[config.mk]
export PLATFORM = sky130hd
export DESIGN_NAME = seg7_disp_sched
export DESIGN_NICKNAME = d
export VERILOG_FILES = /design/src/rtl/seg7_disp_sched.sv
export SDC_FILE = /design/constraint.sdc
export NUM_CORES = 1
export LEC_CHECK = 0
export CAP_MARGIN = 40
export CORE_UTILIZATION = 35
export DETAILED_ROUTE_END_ITERATION = 12
export GPL_TIMING_DRIVEN = 0
export PLACE_DENSITY = 0.68
export SYNTH_ARGS = -nofsm -noshare
export SYNTH_HDL_FRONTEND = slang
export SYNTH_SLANG_ARGS = --single-unit
[constraint.sdc]
create_clock -name clk -period 8.8 [get_ports clk]
set_input_delay 2.64 -clock clk [delete_from_list [all_inputs] [get_ports clk]]
set_output_delay 2.64 -clock clk [all_outputs]
set_load 0.02 [all_outputs]
[src/rtl/seg7_disp_sched.sv]
// Round-robin scheduler sharing one serial seven-segment display
// among four requesters, with frame pacing and blink generation.
module seg7_disp_sched #(
  parameter int DWELL     = 50_000_000,
  parameter int REFRESH   = 1024,
  parameter int FLASH_DIV = 25_000_000
) (
  input  logic        clk,
  input  logic        rst_n,
  input  logic [3:0]  req,
  input  logic        lock,
  input  logic [3:0]  flash_en,
  input  logic [31:0] hexs0,
  input  logic [31:0] hexs1,
  input  logic [31:0] hexs2,
  input  logic [31:0] hexs3,
  input  logic [7:0]  point0,
  input  logic [7:0]  point1,
  input  logic [7:0]  point2,
  input  logic [7:0]  point3,
  input  logic [7:0]  les0,
  input  logic [7:0]  les1,
  input  logic [7:0]  les2,
  input  logic [7:0]  les3,
  output logic        Start,
  output logic [31:0] Hexs,
  output logic [7:0]  point,
  output logic [7:0]  LES,
  output logic        flash,
  output logic [3:0]  grant,
  output logic        frame_done
);

  localparam int DW = $clog2(DWELL + 1);
  localparam int RW = $clog2(REFRESH + 1);
  localparam int FW = $clog2(FLASH_DIV + 1);

  typedef enum logic [1:0] {
    IDLE,
    LOAD,
    START,
    WAIT
  } state_t;

  state_t        state;
  state_t        state_n;
  logic [3:0]    grant_n;
  logic [DW-1:0] dwell;
  logic [RW-1:0] rcnt;
  logic [FW-1:0] fcnt;
  logic          blink;
  logic [1:0]    ptr;
  logic          frame_end;
  logic          start_d;
  logic          rotate;
  logic [31:0]   sel_hexs;
  logic [7:0]    sel_point;
  logic [7:0]    sel_les;

  // First set request strictly after p, wrapping back to p last.
  function automatic logic [3:0] pick(
    input logic [3:0] r,
    input logic [1:0] p
  );
    logic [3:0] g;
    logic [1:0] idx;
    g = '0;
    for (int i = 4; i >= 1; i--) begin
      idx = p + 2'(i);
      if (r[idx]) g = 4'b0001 << idx;
    end
    return g;
  endfunction

  function automatic logic [1:0] enc(input logic [3:0] g);
    logic [1:0] e;
    e = 2'd0;
    unique case (1'b1)
      g[0]:    e = 2'd0;
      g[1]:    e = 2'd1;
      g[2]:    e = 2'd2;
      g[3]:    e = 2'd3;
      default: e = 2'd0;
    endcase
    return e;
  endfunction

  assign frame_end = (state == WAIT) && (rcnt == '0);

  assign rotate = !(|(req & grant)) ||
                  ((dwell >= DW'(DWELL)) && !lock &&
                   (|(req & ~grant)));

  always_ff @(posedge clk or negedge rst_n) begin
    if (!rst_n) begin
      state <= IDLE;
      grant <= '0;
    end else begin
      state <= state_n;
      grant <= grant_n;
    end
  end

  always_comb begin
    state_n = state;
    grant_n = grant;
    case (state)
      IDLE: begin
        if (|req) begin
          state_n = LOAD;
          grant_n = pick(req, ptr);
        end
      end
      LOAD:  state_n = START;
      START: state_n = WAIT;
      WAIT: begin
        if (frame_end) begin
          if (req == '0) begin
            state_n = IDLE;
            grant_n = '0;
          end else begin
            state_n = LOAD;
            if (rotate) grant_n = pick(req, ptr);
          end
        end
      end
      default: state_n = IDLE;
    endcase
  end

  always_comb begin
    start_d    = (state == START);
    frame_done = frame_end;
  end

  always_comb begin
    sel_hexs  = '0;
    sel_point = '0;
    sel_les   = '0;
    unique case (1'b1)
      grant[0]: begin
        sel_hexs  = hexs0;
        sel_point = point0;
        sel_les   = les0;
      end
      grant[1]: begin
        sel_hexs  = hexs1;
        sel_point = point1;
        sel_les   = les1;
      end
      grant[2]: begin
        sel_hexs  = hexs2;
        sel_point = point2;
        sel_les   = les2;
      end
      grant[3]: begin
        sel_hexs  = hexs3;
        sel_point = point3;
        sel_les   = les3;
      end
      default: begin
        sel_hexs  = '0;
        sel_point = '0;
        sel_les   = '0;
      end
    endcase
  end

  always_ff @(posedge clk or negedge rst_n) begin
    if (!rst_n) begin
      dwell <= '0;
      ptr   <= 2'd3;
    end else if (grant_n != grant) begin
      dwell <= '0;
      if (|grant_n) ptr <= enc(grant_n);
    end else if (dwell < DW'(DWELL)) begin
      dwell <= dwell + DW'(1);
    end
  end

  always_ff @(posedge clk or negedge rst_n) begin
    if (!rst_n) begin
      rcnt <= '0;
    end else if (state == START) begin
      rcnt <= RW'(REFRESH - 3);
    end else if (state == WAIT && rcnt != '0) begin
      rcnt <= rcnt - RW'(1);
    end
  end

  always_ff @(posedge clk or negedge rst_n) begin
    if (!rst_n) begin
      Start <= 1'b0;
      Hexs  <= '0;
      point <= '0;
      LES   <= '0;
    end else begin
      Start <= start_d;
      if (state == LOAD) begin
        Hexs  <= sel_hexs;
        point <= sel_point;
        LES   <= sel_les;
      end
    end
  end

  always_ff @(posedge clk or negedge rst_n) begin
    if (!rst_n) begin
      fcnt  <= '0;
      blink <= 1'b0;
      flash <= 1'b0;
    end else begin
      if (fcnt == FW'(FLASH_DIV - 1)) begin
        fcnt  <= '0;
        blink <= ~blink;
      end else begin
        fcnt <= fcnt + FW'(1);
      end
      flash <= blink & (|(grant & flash_en));
    end
  end

endmodule
==> results.sh <==
export IMPL_status="completed"
export IMPL_maxSlewViolCount=0
export IMPL_crit_path_end_kind="output pin"
export IMPL_die_area_mm2=0.0210
export IMPL_synth_fp_nets=927
export IMPL_cpLargestDelayFamily="simple AND/OR/NAND/NOR gates"
export IMPL_syn_area_per_cell_um2=10.1
export IMPL_reg2reg_from="ptr[0]"
export IMPL_reg2reg_setup_slack_ns=4.94
export IMPL_antenna_found_initial=3
export IMPL_cpPeakStageDelay_ns=0.61
export IMPL_grt_pass1_vias=6820
export IMPL_n_fill_cell=1768
export IMPL_synth_commonest_cells="dfrtp_1, inv_1, a22o_1"
export IMPL_setup_viol=0
export IMPL_wl_um=23500
export IMPL_synthCells=708
export IMPL_io_buffers=253
export IMPL_grt_max_degree=66
export IMPL_coreArea_mm2=0.0197
export IMPL_ir_worst_vdd_mv=0.0950
export IMPL_final_cells=1263
export IMPL_clk_pin_slew_ns=0.06
export IMPL_cts_hold_buffers=0
export IMPL_finalWeightedCongestion=0.896
export IMPL_postRouteAntennaNets=0
export IMPL_cts_resized=0
export IMPL_cp_depth=3
export IMPL_yosys_top_cells_area="dfrtp_1, a22o_1, a221oi_1, o22ai_1, xor2_1"
export IMPL_rows=51
export IMPL_overflow=0
export IMPL_crit_slowest_cell="clkdlybuf4s50_1"
export IMPL_async_reset_ff_frac=1.00
export IMPL_leakage_nw=4.20
export IMPL_fin_nets=1201
export IMPL_fin_skew_ns=0.0126
export IMPL_worstPathCellList="nor4_1 > and4_1 > clkdlybuf4s50_1"
export IMPL_drt_iter0_drc=336
export IMPL_cp_num_buf_inv=1
export IMPL_ys_types=70
export IMPL_tns_ns=0
export IMPL_die_w_um=145
export IMPL_vias=6649
export IMPL_worstPathRequired_ns=6.16
export IMPL_routed_via_density=5.26
export IMPL_hold_class="flip-flop to flip-flop"
export IMPL_ys_flop_type="dfrtp_1"
export IMPL_p_per_area_mw_per_mm2=161
export IMPL_drcViolationCount=0
export IMPL_crit_arrival_ns=2.38
export IMPL_setup_slack_ns=3.78
export IMPL_cts_tree="built"
export IMPL_yosys_warnings=0
export IMPL_rsz0062_at_grt="false"
export IMPL_grt_pass1_wl_um=37600
export IMPL_worst_r2r_cell_count=13
export IMPL_area_growth_pct=49.0
export IMPL_initial_core_util=0.363
export IMPL_cts_setup_buffers=0
export IMPL_wl_per_cell_um=18.6
export IMPL_worstSetupPathType="flip-flop to output pin"
export IMPL_max_cap_violations=0
export IMPL_max_clock_path_buffers=2
export IMPL_min_period_over_period=0.570
export IMPL_synth_top_area_cell="dfrtp_1"
export IMPL_period_needed_ns=5.02
export IMPL_hold_viol_final=0
export IMPL_synth_edff_count=0
export IMPL_yosysMostFrequentCell="dfrtp_1"
export IMPL_clock_latency_ns=0.42
export IMPL_cp_startpoint="rcnt[6]"
export IMPL_grtUsageTotal=0.229
export IMPL_numPlacedInstances=1227
export IMPL_htreeDepth=4
export IMPL_cts_num_sinks=121
export IMPL_yosys_area_top_type_share=0.416
export IMPL_worst_pin_slew_ns=0.711
export IMPL_critPathLaunchType="flip-flop"
export IMPL_die_h_um=145
export IMPL_maxSlewHeadroom=0.522
export IMPL_ios=258
export IMPL_first_pass_iters=5
export IMPL_cp_max_fo=7
export IMPL_crit_path_end="frame_done"
export IMPL_dp_hpwl_um=18200
export IMPL_synth_seq_area_share=0.424
export IMPL_regToRegEndpoint="dwell[4]"
export IMPL_drive_above_1_share=0.0894
export IMPL_synth_area_mm2=0.00715
export IMPL_root_buffer="clkbuf_16"
export IMPL_max_freq_ghz=0.199
export IMPL_synth_seq_cells=121
export IMPL_dp_slack_ns=3.52
export IMPL_cts_buffers=17
placed cells by master (no fill, tap or decap), types with 16 or more instances in the layout:
cell / instances
clkdlybuf4s50_1: 252
dfrtp_1: 119
inv_1: 64
a22o_1: 52
o22ai_1: 51
a221oi_1: 50
clkbuf_1: 32
nand2_1: 31
xor2_1: 30
nor2_1: 28
xnor2_1: 20
nor2_4: 20
clkbuf_16: 17
nand2b_1: 16
nand3_1: 16
ha_1: 16
area by class of cell:
| cell class | instances | area (um2) | share of cell area |
|---|---|---|---|
| Buffer | 47 | 255 | 0.0239 |
| Clock buffer | 18 | 439 | 0.0412 |
| Sequential cell | 121 | 3030 | 0.284 |
| Clock inverter | 14 | 163 | 0.0153 |
| Antenna cell | 3 | 7.51 | 0.000704 |
| Multi-Input combinational cell | 476 | 3620 | 0.340 |
| Tap cell | 265 | 332 | 0.0311 |
| Inverter | 64 | 240 | 0.0225 |
| Timing Repair Buffer | 255 | 2570 | 0.241 |
worst min-delay path by stage:
stage                     startpoint  endpoint  slack [ns]  cells past startpoint
after floorplan                blink     blink        0.44                      1
after global placement         blink     blink        0.46                      1
after detailed placement       blink     blink        0.47                      1
after CTS                    fcnt[0]   fcnt[0]        0.48                      1
after global routing         fcnt[0]   fcnt[0]        0.50                      1
final                        fcnt[0]   fcnt[0]        0.48                      1
logic make-up after synthesis:
| kind of cell | share of synthesized area |
|---|---|
| xor gates and xnor gates | 0.0612 |
| buffers and inverters | 0.0693 |
| adders and majority gates | 0.0280 |
| DFF | 0.424 |
| AOI/OAI and AO/OA | 0.232 |
| and+or+nand+nor | 0.166 |
| muxes | 0.0201 |
state kept, by name (all words and copies together) (netlist names), 2 cells and up:
| name | cells |
|---|---|
| ptr | 2 |
| Hexs | 32 |
| state | 2 |
| grant | 4 |
| dwell | 26 |
| LES | 8 |
| fcnt | 25 |
| point | 8 |
| rcnt | 11 |
metrics by stage:
stage	cell area (um2)	util	hold WS, ns	power (mW)
floorplan	7150	-	0.435	0.839
global placement	10000	0.508	0.456	1.01
detailed placement	10000	0.509	0.469	1.02
CTS	10600	0.540	0.479	1.73
global route	10700	0.541	0.504	1.79
finish	10700	0.541	0.476	1.72
routing by layer:
layer	global-route usage	part of all wire
met1	0.286	0.43
met2	0.373	0.49
met3	0.0708	0.068
met4	0.0755	0.020
met5	0	0
worst reg2reg max path: stages, from the launching register on:
cell	delay, ns
dfstp_2	0.58
buf_4	0.20
inv_1	0.12
ha_1	0.42
mux4_2	0.60
buf_6	0.17
a221oi_1	0.53
a2bb2oi_1	0.14
a211o_1	0.35
o31ai_4	0.08
or2_1	0.15
buf_6	0.16
buf_12	0.19
nor2_4	0.05
power by group:
part | leakage (nW) | switching [mW] | internal [mW] | total (mW)
sequential | 1.60 | 0.0217 | 0.582 | 0.604
clock | 0.289 | 0.276 | 0.431 | 0.707
combinational | 2.31 | 0.194 | 0.210 | 0.404
total | 4.20 | 0.492 | 1.22 | 1.72
No activity file was read; power rests on OpenSTA's default activity.
